===== src/rtl/mips789_defs.sv =====
// mips789_defs: shared pipeline codes, hazard FSM states and the HAZARD_MULDIV_STALL_EN default
package mips789_defs;
  typedef enum logic [1:0] {FW_NONE = 2'b00, FW_EX = 2'b01, FW_MEM = 2'b10, FW_WB = 2'b11} fw_sel_e;
  typedef enum logic [1:0] {HZ_IDLE = 2'b00, HZ_LD_STALL = 2'b01, HZ_MD_RUN = 2'b10, HZ_MD_HOLD = 2'b11} hz_state_e;
  localparam int MD_CNT_W = 6;
`ifdef HAZARD_MULDIV_STALL_EN
  localparam bit MD_STALL_EN = 1'b1;
`else
  localparam bit MD_STALL_EN = 1'b0;
`endif
  function automatic logic src_hit(input logic [4:0] wr_rn, input logic [4:0] src, input logic use_src);
    return use_src && wr_rn != 5'd0 && wr_rn == src;
  endfunction
endpackage


===== src/rtl/hazard_ctl_if.sv =====
// hazard_ctl_if: pipeline-side signals of the hazard controller
interface hazard_ctl_if;
  logic [4:0]  id_rs, id_rt, ex_wr_rn;
  logic        id_use_rs, id_use_rt, ex_load, ex_we, md_start, id_rd_hilo, mem_wait;
  logic        pause, id_bubble, md_busy;
  logic [15:0] stall_cnt;
  modport master (output id_rs, id_rt, ex_wr_rn, id_use_rs, id_use_rt, ex_load, ex_we, md_start, id_rd_hilo, mem_wait,
                  input pause, id_bubble, md_busy, stall_cnt);
  modport slave (input id_rs, id_rt, ex_wr_rn, id_use_rs, id_use_rt, ex_load, ex_we, md_start, id_rd_hilo, mem_wait,
                 output pause, id_bubble, md_busy, stall_cnt);
endinterface


===== src/rtl/hazard_ctl_md_counter.sv =====
// hz_md_counter: mul/div latency counter with load, free-running decrement and zero detect
module hz_md_counter
  import mips789_defs::*;
#(
  parameter int MD_CYCLES = 32
) (
  input  logic clk,
  input  logic rst_n,
  input  logic i_load,
  output logic o_busy,
  output logic o_last
);
  logic [MD_CNT_W-1:0] r_cnt;
  always_ff @(posedge clk or negedge rst_n)
    if (!rst_n) r_cnt <= '0;
    else if (i_load) r_cnt <= MD_CNT_W'(MD_CYCLES - 1);
    else if (r_cnt != '0) r_cnt <= r_cnt - MD_CNT_W'(1);
  assign o_busy = r_cnt != '0;
  // last busy cycle: the FSM leaves its mul/div state on the same edge the count hits zero
  assign o_last = r_cnt <= MD_CNT_W'(1);
endmodule


===== src/rtl/hazard_ctl.sv =====
// hazard_ctl: load-use / mul-div stall control with stall counter; mul/div stalls enabled by HAZARD_MULDIV_STALL_EN
module hazard_ctl
  import mips789_defs::*;
#(
  parameter int MD_CYCLES = 32
) (
  input  logic       clk,
  input  logic       rst_n,
  hazard_ctl_if.slave hz
);
  hz_state_e   r_state;
  logic [15:0] r_stall_cnt;
  logic        w_load_hit, w_pause, w_md_load, w_md_busy, w_md_last;
  assign w_load_hit = hz.ex_load && hz.ex_we &&
                      (src_hit(hz.ex_wr_rn, hz.id_rs, hz.id_use_rs) || src_hit(hz.ex_wr_rn, hz.id_rt, hz.id_use_rt));
`ifdef HAZARD_MULDIV_STALL_EN
  // an issue only counts when ID really advances; load_hit beats md_start, last issue wins
  assign w_md_load = hz.md_start && !hz.mem_wait &&
                     ((r_state == HZ_IDLE && !w_load_hit) || r_state == HZ_LD_STALL ||
                      (r_state == HZ_MD_RUN && !hz.id_rd_hilo));
  hz_md_counter #(.MD_CYCLES(MD_CYCLES)) u_md_cnt (
    .clk   (clk),
    .rst_n (rst_n),
    .i_load(w_md_load),
    .o_busy(w_md_busy),
    .o_last(w_md_last)
  );
`else
  logic w_unused_md;
  assign w_unused_md = hz.md_start;
  assign w_md_load   = 1'b0;
  assign w_md_busy   = 1'b0;
  assign w_md_last   = 1'b0;
`endif
  always_ff @(posedge clk or negedge rst_n)
    if (!rst_n) begin
      r_state     <= HZ_IDLE;
      r_stall_cnt <= '0;
    end else begin
      if (!hz.mem_wait)
        case (r_state)
          HZ_IDLE:     r_state <= w_load_hit ? HZ_LD_STALL : w_md_load ? HZ_MD_RUN : HZ_IDLE;
          HZ_LD_STALL: r_state <= (w_md_load || w_md_busy) ? HZ_MD_RUN : HZ_IDLE;
          HZ_MD_RUN:   r_state <= w_md_load ? HZ_MD_RUN : w_md_last ? HZ_IDLE : hz.id_rd_hilo ? HZ_MD_HOLD : HZ_MD_RUN;
          default:     r_state <= w_md_last ? HZ_IDLE : HZ_MD_HOLD;
        endcase
      if (w_pause && r_stall_cnt != 16'hFFFF) r_stall_cnt <= r_stall_cnt + 16'd1;
    end
  // rst_n gating keeps pause low while reset is held, even with mem_wait high
  assign w_pause = rst_n && (hz.mem_wait || (r_state == HZ_IDLE && w_load_hit) ||
                             r_state == HZ_MD_HOLD || (hz.id_rd_hilo && w_md_busy));
  assign hz.pause     = w_pause;
  assign hz.id_bubble = w_pause && !hz.mem_wait;
  assign hz.md_busy   = MD_STALL_EN && w_md_busy;
  assign hz.stall_cnt = r_stall_cnt;
endmodule


===== src/flat_wrapper.sv =====
// flat-port wrapper written by rule: the top's interface ports become plain ports
module hazard_ctl_flat import mips789_defs::*;
#(
  parameter int MD_CYCLES = 32
)
  (clk, rst_n, hz_id_rs, hz_id_rt, hz_ex_wr_rn, hz_id_use_rs, hz_id_use_rt, hz_ex_load, hz_ex_we, hz_md_start, hz_id_rd_hilo, hz_mem_wait, hz_pause, hz_id_bubble, hz_md_busy, hz_stall_cnt);
  hazard_ctl_if hz_i ();
  input  logic clk;
  input  logic rst_n;
  input wire logic [$bits(hz_i.id_rs)-1:0] hz_id_rs;
  input wire logic [$bits(hz_i.id_rt)-1:0] hz_id_rt;
  input wire logic [$bits(hz_i.ex_wr_rn)-1:0] hz_ex_wr_rn;
  input wire logic [$bits(hz_i.id_use_rs)-1:0] hz_id_use_rs;
  input wire logic [$bits(hz_i.id_use_rt)-1:0] hz_id_use_rt;
  input wire logic [$bits(hz_i.ex_load)-1:0] hz_ex_load;
  input wire logic [$bits(hz_i.ex_we)-1:0] hz_ex_we;
  input wire logic [$bits(hz_i.md_start)-1:0] hz_md_start;
  input wire logic [$bits(hz_i.id_rd_hilo)-1:0] hz_id_rd_hilo;
  input wire logic [$bits(hz_i.mem_wait)-1:0] hz_mem_wait;
  output wire logic [$bits(hz_i.pause)-1:0] hz_pause;
  output wire logic [$bits(hz_i.id_bubble)-1:0] hz_id_bubble;
  output wire logic [$bits(hz_i.md_busy)-1:0] hz_md_busy;
  output wire logic [$bits(hz_i.stall_cnt)-1:0] hz_stall_cnt;
  assign hz_i.id_rs = hz_id_rs;
  assign hz_i.id_rt = hz_id_rt;
  assign hz_i.ex_wr_rn = hz_ex_wr_rn;
  assign hz_i.id_use_rs = hz_id_use_rs;
  assign hz_i.id_use_rt = hz_id_use_rt;
  assign hz_i.ex_load = hz_ex_load;
  assign hz_i.ex_we = hz_ex_we;
  assign hz_i.md_start = hz_md_start;
  assign hz_i.id_rd_hilo = hz_id_rd_hilo;
  assign hz_i.mem_wait = hz_mem_wait;
  assign hz_pause = hz_i.pause;
  assign hz_id_bubble = hz_i.id_bubble;
  assign hz_md_busy = hz_i.md_busy;
  assign hz_stall_cnt = hz_i.stall_cnt;
  hazard_ctl #(.MD_CYCLES(MD_CYCLES)) u_core (.clk(clk), .rst_n(rst_n), .hz(hz_i));
endmodule

===== config.mk =====
export PLATFORM = sky130hd
export DESIGN_NAME = hazard_ctl_flat
export DESIGN_NICKNAME = d
export VERILOG_FILES = /design/src/rtl/mips789_defs.sv /design/src/rtl/hazard_ctl_if.sv /design/src/rtl/hazard_ctl_md_counter.sv /design/src/rtl/hazard_ctl.sv /design/src/flat_wrapper.sv
export SDC_FILE = /design/constraint.sdc
export NUM_CORES = 1
export LEC_CHECK = 0
export CORE_ASPECT_RATIO = 1.75
export CORE_MARGIN = 2
export CORE_UTILIZATION = 40
export CTS_BUF_LIST = sky130_fd_sc_hd__clkbuf_4
export DETAILED_ROUTE_END_ITERATION = 6
export GPL_ROUTABILITY_DRIVEN = 0
export MAX_ROUTING_LAYER = met4
export PLACE_DENSITY = 0.85
export SYNTH_ARGS = -nofsm -noshare
export SYNTH_HDL_FRONTEND = slang
export SYNTH_SLANG_ARGS = --single-unit
export TNS_END_PERCENT = 30

===== constraint.sdc =====
create_clock -name clk -period 1.89 [get_ports clk]
set_input_delay 0.378 -clock clk [delete_from_list [all_inputs] [get_ports clk]]
set_output_delay 0.378 -clock clk [all_outputs]
set_load 0.05 [all_outputs]

==> implementation parameters, run 1 <==
Parameter                              Value

Logic synthesis
  Synthesized area divided by synthesized cell count    10.2 sq um
  Fraction of synthesized cell area taken by the top area cell type    40.6%
  Distinct cell type count after synthesis    34
  Number of instances in the synthesized netlist    109
  Net count after synthesis    134
  Yosys Warn Count    0
  Number of flops mapped to enable cells by yosys    0
  Count of state elements after synthesis    18
  Fraction of registers with async set or reset after synthesis    100%
  Top FF cell, synth    sky130_fd_sc_hd__dfrtp_1
  Leading cell types by total area after synthesis    sky130_fd_sc_hd__dfrtp_1, sky130_fd_sc_hd__xor2_1, sky130_fd_sc_hd__xnor2_1
  Summed instance area of the synthesized netlist    1110 sq um
  Sequential element share of the synthesized area    40.6%
  Synth area leader    sky130_fd_sc_hd__dfrtp_1

Worst setup path
  Startpoint of the worst register-to-register path    u_core.hz.stall_cnt[1]$_DFFE_PN0P_
  Critical path's largest stage delay    230 ps
  Critical path peak fanout    3
  Sort of element at the end of the critical path    output pin
  Start-to-end type of the worst setup path    input pin to output pin
  CP max stage cell    sky130_fd_sc_hd__o22ai_2
  Req. time, crit path    1510 ps
  Kind of launch point of the worst setup path    input pin
  Setup slack, reg-to-reg    -20 ps
  Cell breakdown of the critical path    clkdlybuf4s15_2 -> xnor2_1 -> nand4_1 -> o22ai_2 -> nand3_2 -> a21oi_4 -> buf_12
  Critical Path AT    1560 ps
  Number of cells on the worst reg-to-reg path    6
  R2R Path End    u_core.hz.stall_cnt[14]$_DFFE_PN0P_

Layout
  Final-stage net count    202
  Commonest non-fill, non-tap cells in the layout    sky130_fd_sc_hd__buf_4, sky130_fd_sc_hd__xor2_1, sky130_fd_sc_hd__nand2_1, sky130_fd_sc_hd__dfrtp_1, sky130_fd_sc_hd__xnor2_1
  Number of diodes    0
  P&R area growth vs syn    62.5%
  Final core utilization    67.8%
  Most common cell after layout, fill and taps aside    sky130_fd_sc_hd__buf_4
  Share of final-layout standard cells stronger than drive strength 1    48.3%
  Layout Cell Area excl Fill    1800 sq um

Floorplan
  Initial core utilization    41.7%
  Chip width    43.8 um
  Number of primary I/O pins    43
  Core region area    2660 sq um
  Site row count    25
  Die boundary height    73.6 um
  Die footprint    3230 sq um

Job
  Max-capacitance violation count    0

STA
  Min Clock Period, post-route    1940 ps
  Final hold slack    501 ps
  Final number of hold-violating endpoints    0
  Number of setup violations in the final report    3
  Number of slew-limit violations in the final report    0
  Highest clock frequency the design can meet    517 MHz
  Ratio of final minimum period to clock period    102%
  Setup clock skew after layout    4.55 ps
  Unrepaired setup endpoints after global routing    true
  Worst path setup slack after routing    -45.4 ps

Power and ir drop
  Worst IR drop on VDD    0.939 mV
  Total chip power    1.52 mW
  Leakage Power    0.818 nW
  Gate power share    51.4%
  Sequential share of power    34.3%
  Psw    0.632 mW
  Internal power of the cells    0.889 mW
  Power share of the clock group    14.3%
  Total power per unit cell area    844 nW/um^2
  Switch share    41.5%

GRT
  Remaining global-route overflow    0
  Total GRT Usage    21.3%
  Wire length of the first global-routing pass    5020 um
  Initial antenna violation count    0
  Pin count of the biggest net entering global routing    14
  Vias in the first global route    1145

Placed design
  Total cell area at the placement stage    1710 sq um
  Half-perimeter wire length after placement    2490 um
  Count of buffers from port buffering    40

Clocking
  Hold-fix buffer count after cts    0
  Number of buffers between clock root and the deepest sink    2
  Clock edge transition at the registers on the reported setup and hold paths    100 ps
  Total CTS buffers    3
  Insertion delay of the later-clocked pin in the worst-skew pair    300 ps
  Maximum level of the CTS H-tree    1
  TritonCTS clock tree    yes
  Clock root buffer    sky130_fd_sc_hd__clkbuf_4
  TritonCTS sink count    18

Min path
  Launch instance of the worst min-delay path    u_core.hz.stall_cnt[7]$_DFFE_PN0P_
  Destination of the worst hold path    u_core.hz.stall_cnt[7]$_DFFE_PN0P_
  Hold depth    1
  Worst hold-check path type    register to register

Route
  DR pass1 iterations    4
  Residual DRC    0
  Count of routing violations after the opening detailed-route iteration    19
  Number of nets with antenna violations after detailed routing    0
  Via count    1077
  Average via count per standard cell    5.31
  DRT Wirelength    3130 um
  Average wire per standard cell    15.4 um

Outcome
  Failing checks    setup timing
  Outcome    finished, violations left
[area by class of cell]
class / instances / area [sq um]
fill: 210 / 857
multi-input combinational: 88 / 723
timing repair buffer: 65 / 552
sequential: 18 / 459
tap: 27 / 33.8
clock buffer: 4 / 30.0
inverter: 1 / 3.75
[kinds of logic (layout without fill, tap and decap cells)]
family          after synthesis  in the layout  synth area share [%]
simple gates                 48             48                  25.4
xor+xnor                     23             23                  18.2
flops                        18             18                  40.6
compound gates               12             12                  9.59
mux                           3              3                  3.39
buf+inv                       3             70                  1.35
fa+ha+maj                     1              1                  1.13
other cells                   1              1                 0.338
[power groups by stage]
stage	logic (mW)	clock network [mW]	registers, mW
final	0.781	0.217	0.522
after global routing	0.829	0.235	0.529
after CTS	0.773	0.217	0.522
after detailed placement	0.768	0	0.529
after global placement	0.742	0	0.520
after floorplan	0.177	0	0.777
[metrics by stage]
| step | TNS (ps) | setup WS, ps | cells |
|---|---|---|---|
| finish | -84.3 | -45.4 | 203 |
| global placement | -8860 | -562 | 195 |
| floorplan | -1160 | -171 | 109 |
| CTS | -160 | -76.6 | 203 |
| global route | -276 | -126 | 203 |
| detailed placement | -9860 | -653 | 195 |
[Yosys cell counts, types with 2 or more instances]
library cell / instances
sky130_fd_sc_hd__xnor2_1: 11
sky130_fd_sc_hd__dfrtp_1: 18
sky130_fd_sc_hd__nand3_1: 7
sky130_fd_sc_hd__xor2_1: 12
sky130_fd_sc_hd__nor4_1: 2
sky130_fd_sc_hd__nor3_1: 5
sky130_fd_sc_hd__nor4b_1: 2
sky130_fd_sc_hd__nand2_1: 14
sky130_fd_sc_hd__nor2_1: 4
sky130_fd_sc_hd__a21oi_1: 5
sky130_fd_sc_hd__nor3b_1: 2
sky130_fd_sc_hd__mux2_1: 2
sky130_fd_sc_hd__a211oi_1: 2
sky130_fd_sc_hd__nand4_1: 3
[how the worst max path moves through the flow]
stage	from	to	slack, ps
6_report	hz_id_rt[4]	hz_id_bubble	-50
5_1_grt	u_core.r_state[0]$_DFFE_PN0N_	hz_id_bubble	-130
4_1_cts	u_core.r_state[0]$_DFFE_PN0N_	hz_id_bubble	-80
3_5_place_dp	hz_ex_wr_rn[0]	u_core.hz.stall_cnt[14]$_DFFE_PN0P_	-650
3_3_place_gp	hz_ex_wr_rn[0]	hz_pause	-560
2_1_floorplan	u_core.hz.stall_cnt[0]$_DFFE_PN0P_	u_core.hz.stall_cnt[1]$_DFFE_PN0P_	-170
[layer usage]
metal	global-route usage, %	wire [um]	vias to the layer above
met5	-	0	-
met4	9.09	58	0
met3	4.18	187	7
met2	39.2	1840	37
met1	20.7	1050	517
li1	-	-	516
[sequential cells by signal, summed over array words and instances (netlist names)]
name and flops:
u_core.r_state 2, u_core.hz.stall_cnt 16
[critical path, delay by kind of cell]
kind | cells | cell delay [ps]
compound gates | 2 | 410
buf+inv | 2 | 330
simple gates | 2 | 270
xor+xnor | 1 | 160
[timing repair]
item,in CTS,in global routing
setup endpoints to repair,18,13
pin swaps,23,9
setup buffers,4,0
cloned,0,0
gates resized for setup,60,7
(Power assumes the default switching activity.)
==> run 2, diff against run 1 <==
CTS_BUF_LIST = sky130_fd_sc_hd__clkbuf_2 sky130_fd_sc_hd__clkbuf_4 sky130_fd_sc_hd__clkbuf_8   (was sky130_fd_sc_hd__clkbuf_4)
CTS_CLUSTER_SIZE = 20   (was unset)
==> run 2 against run 1 <==
  * The flow still finishes with violations (setup timing)
  * Utilization rose by 1.7 points
  * Routed wire length rose by 4.8%
  * Sequential power barely moved
  * Non-clock buffer count fell by 1
  * Cell count fell by 0.49%
  * First-iteration DRC count rose by 110%
  * Critical path type unchanged
  * Largest power group unchanged
==> implementation parameters, run 2 (synthesized netlist as in run 1, its figures left out) <==
Parameter                              Value

Route
  Number of nets with antenna violations after detailed routing    0 (unchanged)
  Count of routing violations after the opening detailed-route iteration    40 (+21)
  Via count    1096 (+1.8%)
  DR pass1 iterations    4 (unchanged)
  Average via count per standard cell    5.43 (+2.3%)
  DRT Wirelength    3280 um (+4.8%)
  Average wire per standard cell    16.2 um (+5.3%)
  Residual DRC    0 (unchanged)

Power and ir drop
  Total chip power    1.60 mW (+5.2%)
  Gate power share    49.3% (-2.1 points)
  Total power per unit cell area    865 nW/um^2 (+2.5%)
  Sequential share of power    32.7% (-1.6 points)
  Leakage Power    0.861 nW (+5.2%)
  Internal power of the cells    0.961 mW (+8.1%)
  Psw    0.638 mW (+1.1%)
  Power share of the clock group    17.9% (+3.6 points)
  Worst IR drop on VDD    1.11 mV (+19%)
  Switch share    39.9% (-1.6 points)

Layout
  Footprint of the multi-input gates    776 sq um (+7.3%)
  Number of flip-flops under the largest register name    16 (unchanged)
  Most common cell after layout, fill and taps aside    sky130_fd_sc_hd__buf_4
  Area taken by flip-flops and latches    459 sq um (unchanged)
  Fillcell total    204 (-2.9%)
  Final-stage net count    201 (-0.50%)
  Share of final-layout standard cells stronger than drive strength 1    54.3% (+6.0 points)
  Commonest non-fill, non-tap cells in the layout    sky130_fd_sc_hd__buf_4, sky130_fd_sc_hd__xor2_1, sky130_fd_sc_hd__nand2_1, sky130_fd_sc_hd__dfrtp_1, sky130_fd_sc_hd__buf_2
  Final standard cell count with taps included and fillers excluded    202 (-0.49%)
  Number of diodes    0 (unchanged)
  P&R area growth vs syn    66.7%

GRT
  GR Util met3    3.69% (-0.49 points)
  Met2 Track Usage GR    39.1% (-0.16 points)
  Wire length of the first global-routing pass    4950 um (-1.4%)
  Initial antenna violation count    0 (unchanged)
  Vias in the first global route    1136 (-0.79%)
  Remaining global-route overflow    0 (unchanged)
  Gr busiest metal    met2
  Pin count of the biggest net entering global routing    14 (unchanged)
  Total GRT Usage    21.0% (-0.32 points)
  Met1 track demand over resource in global routing    20.9% (+0.28 points)

Placed design
  Count of buffers from port buffering    40 (unchanged)
  Post-Place Worst Slack    -653 ps (unchanged)
  Instance count after placement with tap cells included    195 (unchanged)
  Half-perimeter wire length after placement    2490 um (unchanged)

STA
  Min Clock Period, post-route    1930 ps (-2.71 ps)
  Ratio of final minimum period to clock period    102% (-0.14 points)
  Number of slew-limit violations in the final report    0 (unchanged)
  Sum of negative setup slack    -82.7 ps (+1.52 ps)
  Number of setup violations in the final report    2 (-1)
  Highest clock frequency the design can meet    517 MHz (+0.14%)
  Worst path setup slack after routing    -42.7 ps (+2.71 ps)
  Final number of hold-violating endpoints    0 (unchanged)
  Setup clock skew after layout    4.90 ps (+0.352 ps)
  Final hold slack    297 ps (-204 ps)
  Unrepaired setup endpoints after global routing    true

Worst setup path
  Kind of launch point of the worst setup path    input pin
  Critical path buffers and inverters    2 (unchanged)
  Start-to-end type of the worst setup path    input pin to output pin
  CP max stage cell    sky130_fd_sc_hd__or4_4
  Startpoint of the worst register-to-register path    u_core.hz.stall_cnt[1]$_DFFE_PN0P_
  Critical path's largest stage delay    540 ps (+310 ps)
  Cell family contributing the most delay on the critical path    simple AND/OR/NAND/NOR gates
  Critical path peak fanout    3 (unchanged)
  Sort of element at the end of the critical path    output pin
  Cell breakdown of the critical path    buf_8 -> or4_4 -> nor2_4 -> nor4_4 -> nand3_2 -> a21oi_4 -> buf_12
  Req. time, crit path    1510 ps (about the same)
  Critical Path AT    1550 ps (about the same)
  Worst Setup SP    hz_ex_wr_rn[2]

Clocking
  Clock edge transition at the registers on the reported setup and hold paths    70 ps (-30 ps)
  TritonCTS sink count    18 (unchanged)
  Total CTS buffers    3 (unchanged)
  TritonCTS clock tree    yes
  Insertion delay of the later-clocked pin in the worst-skew pair    250 ps (-50 ps)
  Maximum level of the CTS H-tree    1 (unchanged)
  Number of buffers between clock root and the deepest sink    2 (unchanged)
  Clock root buffer    sky130_fd_sc_hd__clkbuf_8
  Hold-fix buffer count after cts    0 (unchanged)

Min path
  Worst hold-check path type    input pin to asynchronous set/reset pin

Floorplan
  Core region area    2660 sq um (unchanged)
  Number of primary I/O pins    43 (unchanged)
  Die footprint    3230 sq um (unchanged)
  Die boundary height    73.6 um (unchanged)
  Site row count    25 (unchanged)
  Initial core utilization    41.7% (unchanged)
  Chip width    43.8 um (unchanged)

Outcome
  Failing checks    setup timing
  Outcome    finished, violations left

Job
  Max-capacitance violation count    0 (unchanged)
-- run 2: final timing paths --
path	end	slack, ps	cells after the start
max in group asynchronous	u_core.hz.stall_cnt[0]$_DFFE_PN0P_	1440	2
max reg2reg	u_core.hz.stall_cnt[14]$_DFFE_PN0P_	50	6
min	u_core.hz.stall_cnt[6]$_DFFE_PN0P_	300	2
max	hz_id_bubble	-40	7
min reg2reg	u_core.hz.stall_cnt[7]$_DFFE_PN0P_	500	1
min in group clk	u_core.hz.stall_cnt[7]$_DFFE_PN0P_	500	1
-- run 2: layout make-up --
type | instances | share of cell area, %
well taps | 27 | 1.83
repair buffers | 64 | 28.5
multi-input cells | 88 | 42.0
clock buffers | 4 | 2.64
inverters | 1 | 0.203
flip-flops and latches | 18 | 24.8
-- run 2: power groups by stage --
| stage | clock network (mW) | logic [mW] | registers, mW |
|---|---|---|---|
| after global placement | 0 | 0.742 | 0.520 |
| after detailed placement | 0 | 0.768 | 0.529 |
| after CTS | 0.289 | 0.773 | 0.524 |
| final | 0.287 | 0.789 | 0.524 |
| after floorplan | 0 | 0.177 | 0.777 |
| after global routing | 0.307 | 0.838 | 0.530 |
-- run 2: repair_timing --
action,in CTS,in global routing
pin swaps,23,8
endpoints found under the setup margin,18,14
setup buffers,3,0
gates resized for setup,75,13
-- run 2: per-layer routing --
layer	up-vias	part of all wire, %
met1	525	33
met2	44	58
li1	517	-
met5	-	0
met3	10	6.8
met4	0	2.4
-- run 2: through the flow --
stage	instance area, sq um	util [%]
3_3_place_gp	1710	64.3
2_1_floorplan	1150	-
6_report	1850	69.5
3_5_place_dp	1710	64.3
4_1_cts	1780	67.1
5_1_grt	1850	69.5
==> run 3, diff against run 2 <==
ABC_AREA = 1   (was unset)
CORE_UTILIZATION = 48   (was 40)
PLACE_DENSITY = 0.9   (was 0.85)
clock period = 1.9 ns   (was 1.89 ns; I/O delays follow)
==> run 3 against run 2 <==
  * Highest routed layer unchanged
  * Clock-buffer cell count unchanged
  * Critical endpoint is now hz_pause
  * Clock skew about the same
  * Global-route usage grew 1.4 points
  * Power down 22%
  * Sequential power down 7.4%
  * Routed wire length grew 5.2%
  * The run now ends clean
  * Non-clock buffer count decreased by 17
  * Worst hold slack better by 160 ps
==> implementation parameters, run 3 <==
Parameter                              Value

Worst setup path
  Critical path buffers and inverters    4 (+2)
  Critical path peak fanout    2 (-1)
  Kind of launch point of the worst setup path    input pin
  Cell family contributing the most delay on the critical path    simple AND/OR/NAND/NOR gates
  Critical Path AT    1460 ps (-90 ps)
  Req. time, crit path    1520 ps (about the same)
  Setup slack, reg-to-reg    200 ps (+150 ps)
  Sort of element at the end of the critical path    output pin
  Cell breakdown of the critical path    dlygate4sd2_1 -> inv_1 -> nand2_1 -> nand2_1 -> nor2_1 -> nand3_2 -> nand2_2 -> nand2_2 -> nand2_4 -> nand2_4 -> inv_1 -> buf_12
  Critical path's largest stage delay    210 ps (-330 ps)
  Number of cells on the worst reg-to-reg path    9 (+3)
  Worst Setup SP    hz_id_rt[2]
  Number of cells on the critical path    12 (+5)
  Startpoint of the worst register-to-register path    u_core.hz.stall_cnt[0]$_DFFE_PN0P_
  R2R Path End    u_core.hz.stall_cnt[11]$_DFFE_PN0P_
  CP max stage cell    sky130_fd_sc_hd__dlygate4sd2_1
  CP Capture Point    hz_pause
  Start-to-end type of the worst setup path    input pin to output pin

Logic synthesis
  Most repeated cell in the gate-level netlist after synthesis    sky130_fd_sc_hd__nand2_1
  Cell types with the highest counts after synthesis    sky130_fd_sc_hd__nand2_1, sky130_fd_sc_hd__inv_1, sky130_fd_sc_hd__nand4_1
  Yosys Warn Count    0 (unchanged)
  Number of flops mapped to enable cells by yosys    0 (unchanged)
  Fraction of synthesized cell area taken by the top area cell type    32.4% (-8.3 points)
  Net count after synthesis    227 (+69%)
  Synthesized area divided by synthesized cell count    6.89 sq um (-32%)
  Sequential element share of the synthesized area    32.4% (-8.3 points)
  Fraction of registers with async set or reset after synthesis    100% (unchanged)
  Distinct cell type count after synthesis    25 (-26%)
  Number of instances in the synthesized netlist    202 (+85%)
  Count of state elements after synthesis    18 (unchanged)
  Summed instance area of the synthesized netlist    1390 sq um (+26%)
  Leading cell types by total area after synthesis    sky130_fd_sc_hd__dfrtp_1, sky130_fd_sc_hd__nand2_1, sky130_fd_sc_hd__nand4_1
  Top FF cell, synth    sky130_fd_sc_hd__dfrtp_1
  Synth area leader    sky130_fd_sc_hd__dfrtp_1

GRT
  Gr busiest metal    met2
  Pin count of the biggest net entering global routing    40 (+26)
  Remaining global-route overflow    0 (unchanged)
  Met2 Track Usage GR    40.7% (+1.7 points)
  Vias in the first global route    1249 (+9.9%)
  Met1 track demand over resource in global routing    22.5% (+1.6 points)
  Wire length of the first global-routing pass    5340 um (+7.9%)
  Initial antenna violation count    0 (unchanged)
  Total GRT Usage    22.4% (+1.4 points)
  GR Util met3    3.60% (-0.088 points)

Clocking
  Insertion delay of the later-clocked pin in the worst-skew pair    260 ps (about the same)
  Total CTS buffers    3 (unchanged)
  Clock root buffer    sky130_fd_sc_hd__clkbuf_8
  TritonCTS sink count    18 (unchanged)
  Maximum level of the CTS H-tree    1 (unchanged)
  Number of buffers between clock root and the deepest sink    2 (unchanged)
  Clock edge transition at the registers on the reported setup and hold paths    60 ps (about the same)
  Hold-fix buffer count after cts    0 (unchanged)
  TritonCTS clock tree    yes

STA
  Highest clock frequency the design can meet    545 MHz
  Number of setup violations in the final report    0 (-2)
  Ratio of final minimum period to clock period    96.6%
  Min Clock Period, post-route    1840 ps
  Setup clock skew after layout    5.36 ps (+0.463 ps)
  Number of slew-limit violations in the final report    0 (unchanged)
  Final number of hold-violating endpoints    0 (unchanged)
  Final hold slack    459 ps (+162 ps)
  Sum of negative setup slack    0 ps (+82.7 ps)

Layout
  Footprint of the multi-input gates    821 sq um (+5.8%)
  Fillcell total    207 (+1.5%)
  Area taken by flip-flops and latches    450 sq um (-1.9%)
  Share of final-layout standard cells stronger than drive strength 1    30.2% (-24 points)
  Commonest non-fill, non-tap cells in the layout    sky130_fd_sc_hd__nand2_1, sky130_fd_sc_hd__inv_1, sky130_fd_sc_hd__buf_4, sky130_fd_sc_hd__nand4_1, sky130_fd_sc_hd__dfrtp_1
  Most common cell after layout, fill and taps aside    sky130_fd_sc_hd__nand2_1
  Number of diodes    0 (unchanged)
  Number of flip-flops under the largest register name    16 (unchanged)
  Final-stage net count    271 (+35%)
  P&R area growth vs syn    36.6%

Route
  Average via count per standard cell    5.18 (-4.6%)
  Number of nets with antenna violations after detailed routing    0 (unchanged)
  DRT Wirelength    3450 um (+5.2%)
  Count of routing violations after the opening detailed-route iteration    31 (-23%)
  DR pass1 iterations    4 (unchanged)
  Average wire per standard cell    12.7 um (-22%)
  Via count    1408 (+28%)
  Residual DRC    0 (unchanged)

Floorplan
  Number of primary I/O pins    43 (unchanged)
  Site row count    25 (unchanged)
  Core region area    2720 sq um (+2.4%)
  Die boundary height    75.2 um (+2.1%)
  Initial core utilization    51.1% (+9.4 points)
  Chip width    44.7 um (+2.1%)
  Die footprint    3360 sq um (+4.3%)

Power and ir drop
  Leakage Power    1.02 nW (+19%)
  Total chip power    1.26 mW (-22%)
  Worst IR drop on VDD    0.580 mV (-48%)
  Total power per unit cell area    660 nW/um^2 (-24%)

Job
  Max-capacitance violation count    0 (unchanged)

Placed design
  Half-perimeter wire length after placement    2420 um (-3.2%)
  Count of buffers from port buffering    40 (unchanged)

Min path
  Worst hold-check path type    register to register

Outcome
  Outcome    finished, final reports clean
run 3: changes by cell type after synthesis, moves of 9 or more:
cell / delta
sky130_fd_sc_hd__xnor2_1: -9
sky130_fd_sc_hd__nand2_2: +11
sky130_fd_sc_hd__nand2_1: +50
sky130_fd_sc_hd__nor2_1: +9
sky130_fd_sc_hd__nand4_1: +17
sky130_fd_sc_hd__inv_1: +26
run 3: timing repair:
action | 4_1_cts | 5_1_grt
endpoints found under the setup margin | 14 | 2
gates resized for setup | 28 | 19
setup buffers | 0 | 0
pin swaps | 14 | 14
run 3: per-layer routing:
metal	vias to the layer above	part of all wire, %
met5	-	0
met4	0	3.0
met3	8	5.3
met2	39	56
met1	644	36
li1	717	-
run 3: how the worst min path moves through the flow:
stage / cells past startpoint / slack [ps] / endpoint / start
6_report: 0 / 460 / u_core.r_state[1]$_DFFE_PN0N_ / u_core.r_state[1]$_DFFE_PN0N_
5_1_grt: 0 / 480 / u_core.r_state[1]$_DFFE_PN0N_ / u_core.r_state[1]$_DFFE_PN0N_
4_1_cts: 0 / 440 / u_core.r_state[1]$_DFFE_PN0N_ / u_core.r_state[1]$_DFFE_PN0N_
3_5_place_dp: 0 / 430 / u_core.r_state[1]$_DFFE_PN0N_ / u_core.r_state[1]$_DFFE_PN0N_
3_3_place_gp: 0 / 420 / u_core.r_state[1]$_DFFE_PN0N_ / u_core.r_state[1]$_DFFE_PN0N_
2_1_floorplan: 0 / 80 / u_core.hz.stall_cnt[0]$_DFFE_PN0P_ / rst_n
run 3: cells by family after synthesis:
| group | share of synthesized area, % |
|---|---|
| xor gates and xnor gates | 6.30 |
| and+or+nand+nor | 47.5 |
| DFF | 32.4 |
| buffers and inverters | 12.0 |
| AOI/OAI and AO/OA | 0.719 |
| other | 0.270 |
| adders and majority gates | 0.899 |
run 3: stage by stage:
stage | setup WS, ps | utilization (%) | instance area (sq um) | instances
2_1_floorplan | 28.4 | - | 1390 | 202
3_3_place_gp | -341 | 67.4 | 1840 | 268
3_5_place_dp | -371 | 67.4 | 1840 | 268
4_1_cts | 0.744 | 69.6 | 1890 | 272
5_1_grt | -13.4 | 69.8 | 1900 | 272
6_report | 64.2 | 69.8 | 1900 | 272
run 3: area by class of cell:
type                    count  share of cell area, %
multi-input cells         145                   43.2
flip-flops and latches     18                   23.7
repair buffers             47                   22.3
inverters                  31                   6.12
clock buffers               4                   2.90
well taps                  27                   1.78
run 3: power by group:
part	internal, mW	switching [mW]	leakage [nW]
sequential	0.423	0.0616	0.245
combinational	0.165	0.295	0.750
clock	0.184	0.126	0.0288
